[src/rtl/cci_mpf_csrs_pkg.sv]
// Shared definitions for the MPF CSR manager and its event-counter bank.
package cci_mpf_csrs_pkg;

  localparam int CCI_MPF_EVT_RSP_OVF_BIT = 63;
  localparam int CCI_MPF_EVT_CTR_DFLT_W  = 48;

  typedef struct packed {
    logic                                          ovf;
    logic [CCI_MPF_EVT_RSP_OVF_BIT-CCI_MPF_EVT_CTR_DFLT_W-1:0] pad;
    logic [CCI_MPF_EVT_CTR_DFLT_W-1:0]             count;
  } t_cci_mpf_evt_ctr_rsp;

  // Builds a 64-bit event CSR word for any counter width: ovf on top, count zero-extended.
  function automatic logic [63:0] cci_mpf_evt_rsp_pack(input logic ovf, input logic [62:0] count);
    logic [63:0] r;
    r = {1'b0, count};
    r[CCI_MPF_EVT_RSP_OVF_BIT] = ovf;
    return r;
  endfunction

endpackage

[src/rtl/cci_mpf_evt_ctr_lane.sv]
// One event-counter lane: live count + sticky overflow, with a snapshot shadow copy.
module cci_mpf_evt_ctr_lane #(
  parameter int INC_WIDTH = 2,
  parameter int CTR_WIDTH = 48,
  parameter int SATURATE  = 1
) (
  input  logic                 clk,
  input  logic                 reset_n,
  input  logic [INC_WIDTH-1:0] inc,
  input  logic                 clear,
  input  logic                 snapshot,
  output logic                 ovf,
  output logic [CTR_WIDTH-1:0] shadow_cnt,
  output logic                 shadow_ovf
);

  logic [CTR_WIDTH-1:0] cnt_q, cnt_d, shadow_q, shadow_d;
  logic                 ovf_q, ovf_d, sovf_q, sovf_d;
  logic [CTR_WIDTH:0]   sum;

  always_comb begin
    sum    = {1'b0, cnt_q} + {{(CTR_WIDTH+1-INC_WIDTH){1'b0}}, inc};
    cnt_d  = sum[CTR_WIDTH-1:0];
    ovf_d  = ovf_q;
    // Clear still adds this cycle's staged increment so no event is dropped.
    if (clear) begin
      cnt_d = {{(CTR_WIDTH-INC_WIDTH){1'b0}}, inc};
      ovf_d = 1'b0;
    end else if (sum[CTR_WIDTH]) begin
      ovf_d = 1'b1;
      if (SATURATE != 0) cnt_d = '1;
    end
    shadow_d = snapshot ? cnt_q : shadow_q;
    sovf_d   = snapshot ? ovf_q : sovf_q;
  end

  always_ff @(posedge clk or negedge reset_n) begin
    if (!reset_n) begin
      cnt_q    <= '0;
      ovf_q    <= 1'b0;
      shadow_q <= '0;
      sovf_q   <= 1'b0;
    end else begin
      cnt_q    <= cnt_d;
      ovf_q    <= ovf_d;
      shadow_q <= shadow_d;
      sovf_q   <= sovf_d;
    end
  end

  assign ovf        = ovf_q;
  assign shadow_cnt = shadow_q;
  assign shadow_ovf = sovf_q;

endmodule

[src/rtl/cci_mpf_csr_event_ctrs.sv]
// Event-counter bank: staged increments, per-lane counters, indexed shadow read port.
module cci_mpf_csr_event_ctrs
  import cci_mpf_csrs_pkg::*;
#(
  parameter  int N_EVENTS  = 16,
  parameter  int INC_WIDTH = 2,
  parameter  int CTR_WIDTH = 48,
  parameter  int SATURATE  = 1,
  localparam int IDX_WIDTH = (N_EVENTS > 1) ? $clog2(N_EVENTS) : 1
) (
  input  logic                          clk,
  input  logic                          reset_n,
  input  logic [N_EVENTS*INC_WIDTH-1:0] evt_inc,
  input  logic                          ctrl_snapshot,
  input  logic                          ctrl_clear,
  input  logic                          rd_valid,
  input  logic [IDX_WIDTH-1:0]          rd_idx,
  output logic                          rd_rsp_valid,
  output logic [63:0]                   rd_rsp_data,
  output logic                          ovf_any
);

  logic [N_EVENTS-1:0][INC_WIDTH-1:0] inc_q, inc_d;
  logic [N_EVENTS-1:0]                lane_ovf, lane_sovf;
  logic [N_EVENTS-1:0][CTR_WIDTH-1:0] lane_shadow;
  logic                               rsp_valid_q, rsp_valid_d;
  logic [63:0]                        rsp_data_q, rsp_data_d;
  logic                               ovf_any_q, ovf_any_d;

  for (genvar i = 0; i < N_EVENTS; i++) begin : g_lane
    cci_mpf_evt_ctr_lane #(
      .INC_WIDTH (INC_WIDTH),
      .CTR_WIDTH (CTR_WIDTH),
      .SATURATE  (SATURATE)
    ) u_lane (
      .clk        (clk),
      .reset_n    (reset_n),
      .inc        (inc_q[i]),
      .clear      (ctrl_clear),
      .snapshot   (ctrl_snapshot),
      .ovf        (lane_ovf[i]),
      .shadow_cnt (lane_shadow[i]),
      .shadow_ovf (lane_sovf[i])
    );
  end

  always_comb begin
    inc_d       = evt_inc;
    ovf_any_d   = |lane_ovf;
    rsp_valid_d = rd_valid;
    rsp_data_d  = rsp_data_q;
    // Reads see the shadow as registered, so a same-cycle snapshot is not visible.
    if (rd_valid) begin
      rsp_data_d = '0;
      if (32'(rd_idx) < N_EVENTS)
        rsp_data_d = cci_mpf_evt_rsp_pack(lane_sovf[rd_idx], 63'(lane_shadow[rd_idx]));
    end
  end

  always_ff @(posedge clk or negedge reset_n) begin
    if (!reset_n) begin
      inc_q       <= '0;
      rsp_valid_q <= 1'b0;
      rsp_data_q  <= '0;
      ovf_any_q   <= 1'b0;
    end else begin
      inc_q       <= inc_d;
      rsp_valid_q <= rsp_valid_d;
      rsp_data_q  <= rsp_data_d;
      ovf_any_q   <= ovf_any_d;
    end
  end

  assign rd_rsp_valid = rsp_valid_q;
  assign rd_rsp_data  = rsp_data_q;
  assign ovf_any      = ovf_any_q;

endmodule
[config.mk]
export PLATFORM = sky130hd
export DESIGN_NAME = cci_mpf_csr_event_ctrs
export DESIGN_NICKNAME = d
export VERILOG_FILES = /design/src/rtl/cci_mpf_csrs_pkg.sv /design/src/rtl/cci_mpf_evt_ctr_lane.sv /design/src/rtl/cci_mpf_csr_event_ctrs.sv
export SDC_FILE = /design/constraint.sdc
export NUM_CORES = 2
export LEC_CHECK = 0
export ABC_AREA = 1
export CAP_MARGIN = 20
export CORE_ASPECT_RATIO = 1.75
export CORE_UTILIZATION = 65
export CTS_BUF_LIST = sky130_fd_sc_hd__clkbuf_4 sky130_fd_sc_hd__clkbuf_8
export DETAILED_ROUTE_END_ITERATION = 10
export GPL_TIMING_DRIVEN = 1
export HOLD_SLACK_MARGIN = 0.15
export PLACE_DENSITY = 0.82
export SLEW_MARGIN = 20
export SYNTH_ARGS = -nofsm -noshare
export SYNTH_HDL_FRONTEND = slang
export SYNTH_SLANG_ARGS = --single-unit
[constraint.sdc]
create_clock -name clk -period 5.5 [get_ports clk]
set_clock_uncertainty 0.1 [all_clocks]
set_input_delay 0.55 -clock clk [delete_from_list [all_inputs] [get_ports clk]]
set_output_delay 0.55 -clock clk [all_outputs]
set_load 0.05 [all_outputs]
# Word-level counts from Yosys, hierarchy flattened
# Cells that the tools add are included.
# totals
regBits	1651
in_bits	41
word_cells	185
# op_classes
add_sub_neg	16
magnitude_cmp	1
mux	68
n_reduce_logical	17
# ops
operator	count
two-way mux 48 bit	33
adder 48 x 2 -> 49 bit	16
binary-select mux 48 bit (select 4 bit)	1
two-way mux 1 bit	33
nonzero test 2 bit	16
OR reduction 16 bit	1
< comparator 4 x 5 -> 1 bit, second input constant	1
binary-select mux 1 bit (select 4 bit)	1

# Depth between registers and ports, before layout
# depth
word_depth	3
ltp_mapped	12
ltp_nobuf	12

# By module
# A second synthesis with hierarchy kept.
# unflattened
cells_unflattened	11240
hier_area_um2	90246.6
# by_module_without_submodules
module	n_inst	cells_per_inst	area_each_um2	seq_area_each_um2
cci_mpf_evt_ctr_lane at g_lane[0].u_lane ...	11	574	4933.5	2452.4
cci_mpf_evt_ctr_lane at g_lane[12].u_lane ...	5	576	4974.8	2452.4
cci_mpf_csr_event_ctrs	1	2046	11104.4	2077.0

# Least setup slack after synthesis
# No wires, ideal clock.
# synth_timing
path_kind	flip-flop to flip-flop
startpoint	register g_lane[6].u_lane.cnt_q[0]
endpoint	register g_lane[6].u_lane.cnt_q[18]
setup_ns	0.114
t_arrival_ns	1.950
t_required_ns	5.286
path_slack_ns	3.336
stages_incl_launch_ff	12
n_path_buf	0
synth_period_minus_slack_ns	2.164
cell_sequence	dfrtp_1 > ha_1 > inv_1 > fa_1 > nor2_4 > nand2_1 > nor2_1 > nand2_1 > xor2_1 > nand2_1 > nand2_1 > inv_1
# synth_via
elab_chain_cells	3
# synth_rtl
element	line	source
start, declared	cci_mpf_evt_ctr_lane.sv:17	logic [CTR_WIDTH-1:0] cnt_q, cnt_d, shadow_q, shadow_d;
start signal, assigned	cci_mpf_evt_ctr_lane.sv:44	cnt_q <= cnt_d;
adder 48 x 2 -> 49 bit	cci_mpf_evt_ctr_lane.sv:22	sum = {1'b0, cnt_q} + {{(CTR_WIDTH+1-INC_WIDTH){1'b0}}, inc};
two-way mux 48 bit	cci_mpf_evt_ctr_lane.sv:29	end else if (sum[CTR_WIDTH]) begin
two-way mux 48 bit	cci_mpf_evt_ctr_lane.sv:26	if (clear) begin
net g_lane[6].u_lane.cnt_d[18]	cci_mpf_evt_ctr_lane.sv:17	
# The timed path passes the listed nets, and every way through them passes these cells.
# A chain may end at the register's enable or synchronous reset.

# Final worst setup path
# layout_timing
startpoint	input rd_idx[0]
endpoint	register rsp_data_q[19], in the netlist rd_rsp_data[19]
# layout_via
elab_chain_cells	2
# layout_rtl
element	line	source
start, declared	cci_mpf_csr_event_ctrs.sv:17	input logic [IDX_WIDTH-1:0] rd_idx,
binary-select mux 48 bit (select 4 bit)	cci_mpf_csr_event_ctrs.sv:56	rsp_data_d = cci_mpf_evt_rsp_pack(lane_sovf[rd_idx], 63'(lane_shadow[rd_idx]));
two-way mux 48 bit (implied by the code)	cci_mpf_csr_event_ctrs.sv:56	
end signal, assigned	cci_mpf_csr_event_ctrs.sv:69	rsp_data_q <= rsp_data_d;
end, declared	cci_mpf_csr_event_ctrs.sv:27	logic [63:0] rsp_data_q, rsp_data_d;
# No other way between the ends. The select of a mux whose other input is x is not followed.

==> impl_metrics.ini <==
[setup_path]
endpoint = rd_rsp_data[19]
critical-path-top-delay-family = buffers and inverters
path_class = in2reg
crit_fanout = 87
worstPathRequired_ns = 6.36
critPathArrivalTime_ns = 4.46
reg2reg_from = g_lane[8].u_lane.cnt_q[0]
cp.depth = 11
rr_worst_depth = 10
cp-end-kind = register
startpoint = rd_idx[0]
slowest_delay_ns = 0.86
path_buf_inv = 3
cp_common_cell = nand2_1
r2r_end = g_lane[8].u_lane.cnt_q[33]
start_kind = primary input
r2r_setup_slack_ns = 2.20
path_cells = dlygate4sd3_1 -> buf_8 -> buf_4 -> a21oi_1 -> o21ai_0 -> nand3_1 -> nand2_1 -> nand2_1 -> nand2_1 -> nand2_1 -> o21ai_0
crit_slowest_cell = buf_4

[timing]
relSlewSlack_pct = 15.5
timing.final.hold_violations = 0
min_period_ns = 3.60
setup_slack_ns = 1.90
final.setup.tns_ns = 0
achievable-frequency_mhz = 278
post-route-period-util_pct = 65.5
drv_slew = 0
finalSetupViolations = 0
rsz0062_at_grt = false
tightest_slew_ns = 1.26

[place]
portBuffers = 91
dpl_worst_slack_ns = 1.92
dp_hpwl_um = 255000
place_congestion = 1.09
detailed_place.area_um2 = 90300

[floorplanning]
core_area_um2 = 135000
die_x_um = 281
pin_count = 107
rows = 178
die-area_um2 = 138000
initial_core_util_pct = 65.7
fp.dieH_um = 490

[detailed_routing]
drt_pass1_iterations = 8
vias_per_cell = 6.32
drt-initial-drc-count = 11351
remaining_drc_errors = 1
routed_wl_um = 354000
ant_nets = 0
route.vias.total = 84403
wl_per_cell_um = 26.5

[cells_and_area]
layout-drive-gt1-share_pct = 9.33
syn2layout_area_growth_pct = 8.73
final_cell_mix = nand2_1 (3,248), dfrtp_1 (1,651), nor2_1 (1,583)
final_area_um2 = 96300
final_nets = 11432
fillers = 10661
layout_commonest_cell = nand2_1

[cts]
cts_buffers = 232
htreeDepth = 4
clk_pin_slew_worst_paths_ns = 0.06
clock_latency_ns = 1.07
clock_sinks = 1651
tritoncts = built
clockRootBuffer = clkbuf_8
post_cts_resized = 0
clk_path_buf_depth = 3

[synthesis]
syn_area_per_cell_um2 = 7.79
ys_seq_area_share_pct = 46.7
synth_ff_type = dfrtp_1
synth.distinct_cells = 41
ys_warn_count = 0
synth-seq-cells = 1651
synth-async-reset-ratio_pct = 100
netlist_instances = 11368
synthTopCellsByArea = dfrtp_1 (47%), nand2_1 (14%), nor2_1 (6.7%)
yosys.area.top_type = dfrtp_1
netlist.area_leader.share_pct = 46.7
synth_area_um2 = 88500
synth-edff-count = 0

[outcome]
failed_checks = DRC
status = finished, violations left

[grt]
antenna_found_initial = 44
grt_pass1_vias = 82002
grt_max_degree = 182
grt_pass1_wl_um = 519000
grt-ovfl-total = 0
grt.total_usage_pct = 51.5

[power_and_ir_drop]
power_density_nw_per_um2 = 278
vdd_drop_max_mv = 0.266
leakagePower_nw = 42.5

[hold_path]
hold_class = in2reg

[flow_run]
drv_cap = 0
[metal layers]
| layer | vias up | track usage (%) | share of wire, % |
|---|---|---|---|
| met5 | - | 0 | 0.065 |
| met4 | 34 | 49.0 | 12 |
| met3 | 1952 | 17.4 | 12 |
| met2 | 5724 | 78.0 | 44 |
| met1 | 40049 | 56.1 | 32 |
| li1 | 36644 | - | - |
[power by group]
| group | switching (mW) | internal (mW) |
|---|---|---|
| clock | 5.24 | 6.06 |
| combinational | 1.86 | 0.659 |
| sequential | 0.453 | 12.5 |
[worst min-delay path by stage]
stage | from | slack (ns) | to | depth (start not counted)
2_1_floorplan | reset_n | 0.15 | g_lane[0].u_lane.cnt_q[0] | 0
3_3_place_gp | g_lane[6].u_lane.cnt_q[0] | 0.38 | g_lane[6].u_lane.shadow_cnt[0] | 2
3_5_place_dp | g_lane[1].u_lane.shadow_cnt[5] | 0.40 | g_lane[1].u_lane.shadow_cnt[5] | 1
4_1_cts | rd_idx[1] | 0.18 | rd_rsp_data[45] | 6
5_1_grt | rd_idx[1] | 0.27 | rd_rsp_data[43] | 6
6_report | rd_idx[1] | 0.24 | rd_rsp_data[45] | 6
[worst reg2reg max path, delay by kind of cell, from the launching register on]
family	cells	cell delay, ns
buf+inv	2	0.16
fa+ha+maj	2	0.71
simple gates	6	1.90
flops	1	0.37
[cells by family (layout without fill, tap and decap cells)]
family | count (synthesis) | count (layout) | synth area share [%]
flops | 1651 | 1651 | 46.7
simple gates | 6217 | 6217 | 29.5
compound gates | 1258 | 1258 | 7.31
buf+inv | 1349 | 1504 | 6.23
mux | 415 | 415 | 5.28
other cells | 1 | 36 | 0.00424
fa+ha+maj | 48 | 48 | 0.814
xor+xnor | 429 | 429 | 4.24
[flip-flops by register name, summed over array words and instances, names as in the netlist]
| name | count |
|---|---|
| g_lane.u_lane.shadow_ovf | 16 |
| rd_rsp_data | 49 |
| g_lane.u_lane.shadow_cnt | 768 |
| rd_rsp_valid | 1 |
| g_lane.u_lane.ovf | 16 |
| inc_q | 32 |
| ovf_any | 1 |
| g_lane.u_lane.cnt_q | 768 |
[synth_stat cells, types with 2 or more instances]
cell type,instances
xnor2_1,160
nor2_2,13
nand3_1,908
buf_1,54
nand4_1,255
o21ai_1,11
clkbuf_1,176
inv_2,2
nand3_2,16
nand2_2,31
mux2_2,415
xor2_1,269
nand2_4,9
buf_4,30
inv_1,875
a21oi_1,929
buf_6,12
buf_2,199
nand3b_1,50
nand2_1,3248
nor2_1,1583
ha_1,32
nor3_1,46
o21ai_0,238
dfrtp_1,1651
a21oi_2,30
a31oi_1,49
fa_1,16
nor4_1,4
nor2_4,41
nand3_4,6
[repair_timing]
action | 4_1_cts | 5_1_grt
endpoints found under the setup margin | 0 | 0
endpoints found under the hold margin | 1029 | 0
buffers inserted | 0 | 0
hold buffers | 40 | 0
[cell type report]
class                      count  area [um2]  share of cell area (%)
sequential                  1651       41300                    42.9
inverter                     878        3320                    3.45
clock buffer                 357        4580                    4.75
timing repair buffer         198        2100                    2.18
antenna                       21        52.6                  0.0546
tap                         1800        2250                    2.34
clock inverter                71         885                   0.919
multi-input combinational   8382       41800                    43.4
[through the flow]
step	total power, mW	util, %	std cells	hold slack, ns
2_1_floorplan	14.3	-	11382	0.154
3_3_place_gp	15.4	67.0	12868	0.384
3_5_place_dp	15.5	67.0	12868	0.395
4_1_cts	26.5	71.4	13336	0.178
5_1_grt	27.3	71.4	13341	0.267
6_report	26.8	71.5	13358	0.242
No activity file was read; power rests on OpenSTA's default activity.
